**src/rtl/lu_arb_pkg.sv**
```systemverilog
`default_nettype none
// ============================================================================
// Module      : lu_arb_pkg
// Description : Shared types and defaults for the load-increment issue arbiter.
// Revision    : 1.0 - initial release
// ============================================================================
package lu_arb_pkg;

    localparam int         LU_PIPE_LAT   = 4;
    localparam logic [7:0] LU_DUMMY_ADDR = 8'hFF;
    localparam int         LU_TAG_IDW    = 2;

    typedef enum logic [1:0] {
        FLUSH   = 2'd0,
        RUN     = 2'd1,
        DRAIN   = 2'd2,
        DRAINED = 2'd3
    } lu_arb_state_e;

    // Completion tag layout for the default four-requester build.
    typedef struct packed {
        logic                  v;
        logic [LU_TAG_IDW-1:0] id;
        logic [7:0]            addr;
    } lu_tag_t;

    // Width of the {id, addr} payload carried alongside the valid bit.
    function automatic int lu_tag_payload_w(input int idw);
        return idw + 8;
    endfunction

endpackage
`default_nettype wire

```
**src/rtl/lu_tag_delay.sv**
```systemverilog
`default_nettype none
// ============================================================================
// Module      : lu_tag_delay
// Description : DEPTH-entry tag shift register with async clear; exposes the
//               tail entry and whether any entry will be valid after this edge.
// Revision    : 1.0 - initial release
// ============================================================================
module lu_tag_delay #(
    parameter int DEPTH = 5,
    parameter int DW    = 10
) (
    input  logic          clk,
    input  logic          rst,
    input  logic          in_v,
    input  logic [DW-1:0] in_data,
    output logic          out_v,
    output logic [DW-1:0] out_data,
    output logic          any_valid_next
);

    logic [DEPTH-1:0]         v_d;
    logic [DEPTH-1:0]         v_q;
    logic [DEPTH-1:0][DW-1:0] data_d;
    logic [DEPTH-1:0][DW-1:0] data_q;

    always_comb begin
        v_d    = {v_q[DEPTH-2:0], in_v};
        data_d = {data_q[DEPTH-2:0], in_data};
    end

    always_ff @(posedge clk or posedge rst) begin
        if (rst) begin
            v_q    <= '0;
            data_q <= '0;
        end else begin
            v_q    <= v_d;
            data_q <= data_d;
        end
    end

    assign out_v          = v_q[DEPTH-1];
    assign out_data       = data_q[DEPTH-1];
    assign any_valid_next = |v_d;

endmodule
`default_nettype wire

```
**src/rtl/lu_issue_arbiter.sv**
```systemverilog
`default_nettype none
// ============================================================================
// Module      : lu_issue_arbiter
// Description : Round-robin issue arbiter for the load-increment-writeback
//               pipeline with flush, drain and completion tracking.
//               Optional LU_ARB_PERF_EN adds the idle_cnt output.
// Revision    : 1.0 - initial release
// ============================================================================
module lu_issue_arbiter
    import lu_arb_pkg::*;
#(
    parameter int         N          = 4,
    parameter int         IDW        = 2,
    parameter int         LAT        = LU_PIPE_LAT,
    parameter logic [7:0] DUMMY_ADDR = LU_DUMMY_ADDR
) (
    input  logic           clk,
    input  logic           rst,
    input  logic [N-1:0]   req_valid,
    input  logic [N*8-1:0] req_addr,
    output logic [N-1:0]   req_ready,
    output logic [7:0]     icode,
    input  logic           drain_req,
    output logic           drain_done,
    output logic           busy,
    output logic           done_valid,
    output logic [IDW-1:0] done_id,
    output logic [7:0]     done_addr,
    output logic           addr_err
`ifdef LU_ARB_PERF_EN
    ,
    output logic [15:0]    idle_cnt
`endif
);

    localparam int DEPTH = LAT + 1;
    localparam int FCW   = (LAT > 0) ? $clog2(LAT + 1) : 1;
    localparam int PW    = lu_tag_payload_w(IDW);

    lu_arb_state_e  state_q;
    lu_arb_state_e  state_d;
    logic [IDW-1:0] ptr_q;
    logic [IDW-1:0] ptr_d;
    logic [FCW-1:0] flush_cnt_q;
    logic [FCW-1:0] flush_cnt_d;
    logic [7:0]     icode_q;
    logic [7:0]     icode_d;
    logic           drain_done_q;
    logic           drain_done_d;
    logic           busy_q;
    logic           busy_d;
    logic           addr_err_q;
    logic           addr_err_d;

    logic           grant_found;
    logic           grant_en;
    logic [IDW-1:0] grant_idx;
    logic [IDW:0]   rr_idx;
    logic [7:0]     grant_addr;

    logic           tag_in_v;
    logic [PW-1:0]  tag_in_data;
    logic [PW-1:0]  tag_out_data;
    logic           any_valid_next;

    // Search from the pointer upward, wrapping past N-1.
    always_comb begin
        grant_found = 1'b0;
        grant_idx   = '0;
        rr_idx      = '0;
        for (int k = 0; k < N; k++) begin
            rr_idx = {1'b0, ptr_q} + (IDW+1)'(k);
            if (rr_idx >= (IDW+1)'(N)) begin
                rr_idx = rr_idx - (IDW+1)'(N);
            end
            if (!grant_found && req_valid[rr_idx[IDW-1:0]]) begin
                grant_found = 1'b1;
                grant_idx   = rr_idx[IDW-1:0];
            end
        end
    end

    always_comb begin
        grant_en   = (state_q == RUN) && !drain_req && grant_found;
        grant_addr = DUMMY_ADDR;
        for (int i = 0; i < N; i++) begin
            req_ready[i] = grant_en && (grant_idx == IDW'(i));
            if (grant_idx == IDW'(i)) begin
                grant_addr = req_addr[i*8 +: 8];
            end
        end
    end

    // A request for the sink address still handshakes but never completes.
    always_comb begin
        tag_in_v    = grant_en && (grant_addr != DUMMY_ADDR);
        tag_in_data = tag_in_v ? {grant_idx, grant_addr} : '0;
    end

    lu_tag_delay #(
        .DEPTH (DEPTH),
        .DW    (PW)
    ) u_tag_delay (
        .clk            (clk),
        .rst            (rst),
        .in_v           (tag_in_v),
        .in_data        (tag_in_data),
        .out_v          (done_valid),
        .out_data       (tag_out_data),
        .any_valid_next (any_valid_next)
    );

    always_comb begin
        state_d      = state_q;
        ptr_d        = ptr_q;
        flush_cnt_d  = flush_cnt_q;
        icode_d      = DUMMY_ADDR;
        addr_err_d   = 1'b0;
        drain_done_d = 1'b0;
        busy_d       = any_valid_next;

        if (grant_en) begin
            icode_d    = grant_addr;
            addr_err_d = (grant_addr == DUMMY_ADDR);
            ptr_d      = (grant_idx == IDW'(N-1)) ? '0 : grant_idx + IDW'(1);
        end

        case (state_q)
            FLUSH: begin
                if (flush_cnt_q == FCW'(LAT)) begin
                    state_d     = RUN;
                    flush_cnt_d = '0;
                end else begin
                    flush_cnt_d = flush_cnt_q + FCW'(1);
                end
            end
            RUN: begin
                if (drain_req) begin
                    state_d = DRAIN;
                end
            end
            DRAIN: begin
                if (!any_valid_next) begin
                    state_d      = DRAINED;
                    drain_done_d = 1'b1;
                end
            end
            DRAINED: begin
                if (drain_req) begin
                    drain_done_d = 1'b1;
                end else begin
                    state_d = RUN;
                end
            end
            default: begin
                state_d = FLUSH;
            end
        endcase
    end

    always_ff @(posedge clk or posedge rst) begin
        if (rst) begin
            state_q      <= FLUSH;
            ptr_q        <= '0;
            flush_cnt_q  <= '0;
            icode_q      <= DUMMY_ADDR;
            drain_done_q <= 1'b0;
            busy_q       <= 1'b0;
            addr_err_q   <= 1'b0;
        end else begin
            state_q      <= state_d;
            ptr_q        <= ptr_d;
            flush_cnt_q  <= flush_cnt_d;
            icode_q      <= icode_d;
            drain_done_q <= drain_done_d;
            busy_q       <= busy_d;
            addr_err_q   <= addr_err_d;
        end
    end

    assign icode      = icode_q;
    assign drain_done = drain_done_q;
    assign busy       = busy_q;
    assign addr_err   = addr_err_q;
    assign done_id    = tag_out_data[PW-1 -: IDW];
    assign done_addr  = tag_out_data[7:0];

`ifdef LU_ARB_PERF_EN
    logic [15:0] idle_cnt_q;
    logic [15:0] idle_cnt_d;

    always_comb begin
        idle_cnt_d = idle_cnt_q;
        if ((state_q == RUN) && !grant_en && (idle_cnt_q != 16'hFFFF)) begin
            idle_cnt_d = idle_cnt_q + 16'd1;
        end
    end

    always_ff @(posedge clk or posedge rst) begin
        if (rst) begin
            idle_cnt_q <= '0;
        end else begin
            idle_cnt_q <= idle_cnt_d;
        end
    end

    assign idle_cnt = idle_cnt_q;
`endif

endmodule
`default_nettype wire

```
**config.mk**
```make
export PLATFORM = sky130hd
export DESIGN_NAME = lu_issue_arbiter
export DESIGN_NICKNAME = d
export VERILOG_FILES = /design/src/rtl/lu_arb_pkg.sv /design/src/rtl/lu_tag_delay.sv /design/src/rtl/lu_issue_arbiter.sv
export SDC_FILE = /design/constraint.sdc
export NUM_CORES = 1
export LEC_CHECK = 0
export ABC_CLOCK_PERIOD_IN_PS = 3700
export CORE_MARGIN = 5
export CORE_UTILIZATION = 49
export DETAILED_ROUTE_END_ITERATION = 12
export GPL_TIMING_DRIVEN = 0
export PLACE_DENSITY = 0.79
export SYNTH_ARGS = -nofsm -noshare
export SYNTH_HDL_FRONTEND = slang
export SYNTH_SLANG_ARGS = --single-unit
```
**constraint.sdc**
```tcl
create_clock -name clk -period 3.7 [get_ports clk]
set_input_delay 0.555 -clock clk [delete_from_list [all_inputs] [get_ports clk]]
set_output_delay 0.555 -clock clk [all_outputs]
set_load 0.1 [all_outputs]
```
==> impl_metrics.ini <==
[placed_design]
gp_congestion = 0.796
post-dp-hpwl_um = 3440
portBuffers = 64
post-place-ws_ns = -0.624

[synthesis]
synth_seq_cells = 73
yosysWarnings = 0
mappedNetlistArea_mm2 = 0.00271
synth_top_cell_by_area = sky130_fd_sc_hd__dfrtp_1
synth.top_cells.by_area = sky130_fd_sc_hd__dfrtp_1 (60%), sky130_fd_sc_hd__dfstp_2 (7.7%), sky130_fd_sc_hd__ha_1 (5.1%)
postSynthCellCount = 201
syn-mean-instance-area_um2 = 13.5
ys_seq_area_share_pct = 67.7
yosys.cell_types.count = 34
postSynthNetCount = 251
yosys.area.top_type_share_pct = 60.0

[grt]
grt_use_total_pct = 13.8
antenna_violations_before_repair = 0
grt_pass1_vias = 1675
grt_residual_overflow = 0
largest_net_degree_at_the_start_of_global_routing = 42
grt_pass1_wl_um = 7800

[floorplan]
die_w_um = 84.4
design.core.area_mm2 = 0.00544
boundaryPins = 65
die_area_mm2 = 0.00712
fp-row-count = 27
floorplan.initialDensity_pct = 49.9
die_height_um = 84.4

[setup_path]
critical_path.reg2reg.endpoint = busy$_DFF_PP0_
end_kind = output pin
regToRegStartpoint = ptr_q[0]$_DFFE_PP0P_
worst_reg2reg_path_depth = 11
worst_path_max_delay_cell = sky130_fd_sc_hd__clkdlybuf4s50_1
regToRegSetupSlack_ns = 0.66
data_required_time_at_the_worst_endpoint_ns = 3.14
max_incr_delay_on_cp_ns = 0.57
critPathMaxFanout = 10
worstPathCellList = clkdlybuf4s50_1, inv_1, a221oi_1, o32ai_1, or2_1, inv_1, ha_1, buf_2, and2_1, buf_2
cp-endpoint = req_ready[3]
path_class = in -> out
crit_path_start = req_valid[1]
startpoint_class_of_the_critical_path = primary input
worst-endpoint-arrival_ns = 3.02

[layout]
area_growth_syn_to_layout_pct = 34.4
antenna_cells_inserted = 0
fraction_of_layout_instances_using_a_drive_strength_above_1_pct = 15.3
fin_nets = 327
n_fill_cell = 391

[clocking]
post_cts_hold_buffer_count = 0
worst_skew_pair.late_latency_ns = 0.33
htree_num_levels = 3
cts_made_buffers = 9
buffers_inserted_during_post_cts_setup_optimization = 0
tritoncts_clock_tree = yes
cts-root-to-sink-buffers = 2
clkTransAtPathRegs_ns = 0.07
root_buffer_cell = sky130_fd_sc_hd__clkbuf_8
cts_num_sinks = 73

[min_path]
timing.hold.worst.class = reg -> reg

[timing]
report.final.slew_viol_count = 0
max_freq_ghz = 0.279
finalHoldViolCount = 0
timing.final.setup_violations = 0
grt_setup_unrepaired = false
period_share_pct = 96.7
fin_setup_tns_ns = 0
final.hold.worst_slack_ns = 0.344
layout_setup_ws_ns = 0.122
fin_skew_ns = 0.00667
slew-limit-headroom_pct = 33.7
finalCriticalPeriod_ns = 3.58
worst-slew-pin-transition_ns = 0.991

[drt]
detail_route.first_pass.iterations = 4
detail_route.vias_per_cell = 4.84
vias = 1710
drt_wl_total_um = 4620
route.detailed.wl_per_inst_um = 13.1
drt_iter0_markers = 57
remaining_routing_drc_violations = 0
final_antenna_net_count = 0

[outcome]
run_status = finished, final reports clean

[power_and_ir_drop]
peakVddDrop_mv = 0.457
cellLeakagePower_nw = 1.69
power.density_cell_area_mw_per_mm2 = 844

[run]
count_of_max_cap_constraint_violations = 0
## cell families (layout without fill, tap and decap cells)
group	count (synthesis)	in the layout	share of synthesized area, %
flops	73	73	67.7
fa+ha+maj	11	11	5.07
compound gates	34	34	9.36
buf+inv	19	99	3.23
mux	3	3	1.20
simple gates	61	61	13.4
## per-stage QoR
step	total power (W)	std cells	instance area [um^2]	utilization (%)
after floorplan	0.00219	201	2710	-
after global placement	0.00247	337	3440	63.3
after detailed placement	0.00252	338	3460	63.7
after CTS	0.00311	353	3650	67.1
after global routing	0.00327	353	3650	67.0
final	0.00308	353	3650	67.0
## state kept, by name, indices dropped and copies added (netlist names)
register / cells
u_tag_delay.data_d: 40
drain_done: 1
u_tag_delay.out_data: 10
addr_err: 1
busy: 1
icode: 8
u_tag_delay.v_q: 5
flush_cnt_q: 3
ptr_q: 2
state_q: 2
## layout make-up
class	instances	area (um^2)	share of cell area, %
Multi-Input combinational cell	109	788	21.6
Clock inverter	5	56.3	1.54
Inverter	15	56.3	1.54
Clock buffer	10	138	3.77
Tap cell	72	90.1	2.47
Buffer	4	31.3	0.858
Timing Repair Buffer	65	649	17.8
Sequential cell	73	1840	50.4
## metal layers
metal / share of wire (%) / vias up / wire length (um) / global-route usage (%)
li1: - / 831 / - / -
met1: 42 / 808 / 1940 / 17.1
met2: 49 / 65 / 2260 / 22.2
met3: 8.0 / 6 / 368 / 4.91
met4: 1.1 / 0 / 53 / 5.61
met5: 0 / - / 0 / 0
## cells in the final DEF (no fill, tap or decap), types with 2 or more instances in the layout
master,Yosys,final
sky130_fd_sc_hd__a22oi_1,11,11
sky130_fd_sc_hd__ha_1,11,11
sky130_fd_sc_hd__buf_2,1,2
sky130_fd_sc_hd__o311ai_1,8,8
sky130_fd_sc_hd__clkdlybuf4s50_1,0,60
sky130_fd_sc_hd__dfrtp_1,65,65
sky130_fd_sc_hd__clkinv_2,0,2
sky130_fd_sc_hd__or2b_1,4,4
sky130_fd_sc_hd__dfstp_2,8,8
sky130_fd_sc_hd__a21oi_1,3,3
sky130_fd_sc_hd__clkbuf_8,0,10
sky130_fd_sc_hd__nand2b_1,5,5
sky130_fd_sc_hd__nor4_1,2,2
sky130_fd_sc_hd__o21ai_0,4,4
sky130_fd_sc_hd__and2_1,11,11
sky130_fd_sc_hd__inv_1,14,13
sky130_fd_sc_hd__inv_2,1,2
sky130_fd_sc_hd__nand2_1,20,20
sky130_fd_sc_hd__mux2_1,2,2
sky130_fd_sc_hd__nor2_4,8,8
sky130_fd_sc_hd__nor2_1,6,6
sky130_fd_sc_hd__buf_6,2,2
## repair_timing
| action | CTS | global route |
|---|---|---|
| endpoints found under the setup margin | 4 | 2 |
| gates resized for setup | 14 | 3 |
| pin swaps | 0 | 0 |
## how the worst min path moves through the flow
stage / start / slack (ns) / cells after the start / endpoint
2_1_floorplan: u_tag_delay.data_d[10]$_DFF_PP0_ / 0.33 / 0 / u_tag_delay.data_d[20]$_DFF_PP0_
3_3_place_gp: u_tag_delay.data_d[47]$_DFF_PP0_ / 0.33 / 0 / u_tag_delay.out_data[7]$_DFF_PP0_
3_5_place_dp: u_tag_delay.data_d[15]$_DFF_PP0_ / 0.33 / 0 / u_tag_delay.data_d[25]$_DFF_PP0_
4_1_cts: u_tag_delay.data_d[15]$_DFF_PP0_ / 0.35 / 0 / u_tag_delay.data_d[25]$_DFF_PP0_
5_1_grt: u_tag_delay.data_d[48]$_DFF_PP0_ / 0.35 / 0 / u_tag_delay.out_data[8]$_DFF_PP0_
6_report: u_tag_delay.data_d[14]$_DFF_PP0_ / 0.34 / 0 / u_tag_delay.data_d[24]$_DFF_PP0_
## worst max-delay path: cells and delay by family
kind | cells | cell delay, ns
compound gates | 2 | 0.41
simple gates | 2 | 0.46
fa+ha+maj | 1 | 0.20
buf+inv | 5 | 1.39
## power breakdown
group | total, W | switching (W) | internal (W)
Combinational | 0.00138 | 0.000966 | 0.000419
Sequential | 0.00110 | 0.0000764 | 0.00103
Clock | 0.000591 | 0.000267 | 0.000325
Total | 0.00308 | 0.00131 | 0.00177
## cells in the mapped netlist
| library cell | number |
|---|---|
| sky130_fd_sc_hd__or2b_1 | 4 |
| sky130_fd_sc_hd__buf_6 | 2 |
| sky130_fd_sc_hd__o311ai_1 | 8 |
| sky130_fd_sc_hd__nand2b_1 | 5 |
| sky130_fd_sc_hd__nor4_1 | 2 |
| sky130_fd_sc_hd__o2111ai_1 | 1 |
| sky130_fd_sc_hd__inv_2 | 1 |
| sky130_fd_sc_hd__o221a_2 | 1 |
| sky130_fd_sc_hd__and2_1 | 11 |
| sky130_fd_sc_hd__o21ai_0 | 4 |
| sky130_fd_sc_hd__a22oi_1 | 11 |
| sky130_fd_sc_hd__and3b_1 | 1 |
| sky130_fd_sc_hd__mux2_1 | 2 |
| sky130_fd_sc_hd__nand2_1 | 20 |
| sky130_fd_sc_hd__o32ai_1 | 1 |
| sky130_fd_sc_hd__and2b_1 | 1 |
| sky130_fd_sc_hd__a21boi_1 | 1 |
| sky130_fd_sc_hd__o21ai_1 | 1 |
| sky130_fd_sc_hd__dfstp_2 | 8 |
| sky130_fd_sc_hd__clkbuf_1 | 1 |
| sky130_fd_sc_hd__nor3_1 | 1 |
| sky130_fd_sc_hd__mux2i_1 | 1 |
| sky130_fd_sc_hd__or2_1 | 1 |
| sky130_fd_sc_hd__nor2_4 | 8 |
| sky130_fd_sc_hd__nor2_2 | 1 |
| sky130_fd_sc_hd__ha_1 | 11 |
| sky130_fd_sc_hd__a41o_1 | 1 |
| sky130_fd_sc_hd__a21oi_1 | 3 |
| sky130_fd_sc_hd__buf_2 | 1 |
| sky130_fd_sc_hd__dfrtp_1 | 65 |
| sky130_fd_sc_hd__o22ai_1 | 1 |
| sky130_fd_sc_hd__inv_1 | 14 |
| sky130_fd_sc_hd__a221oi_1 | 1 |
| sky130_fd_sc_hd__nor2_1 | 6 |
Note: power is estimated with default switching activity, not from simulation.
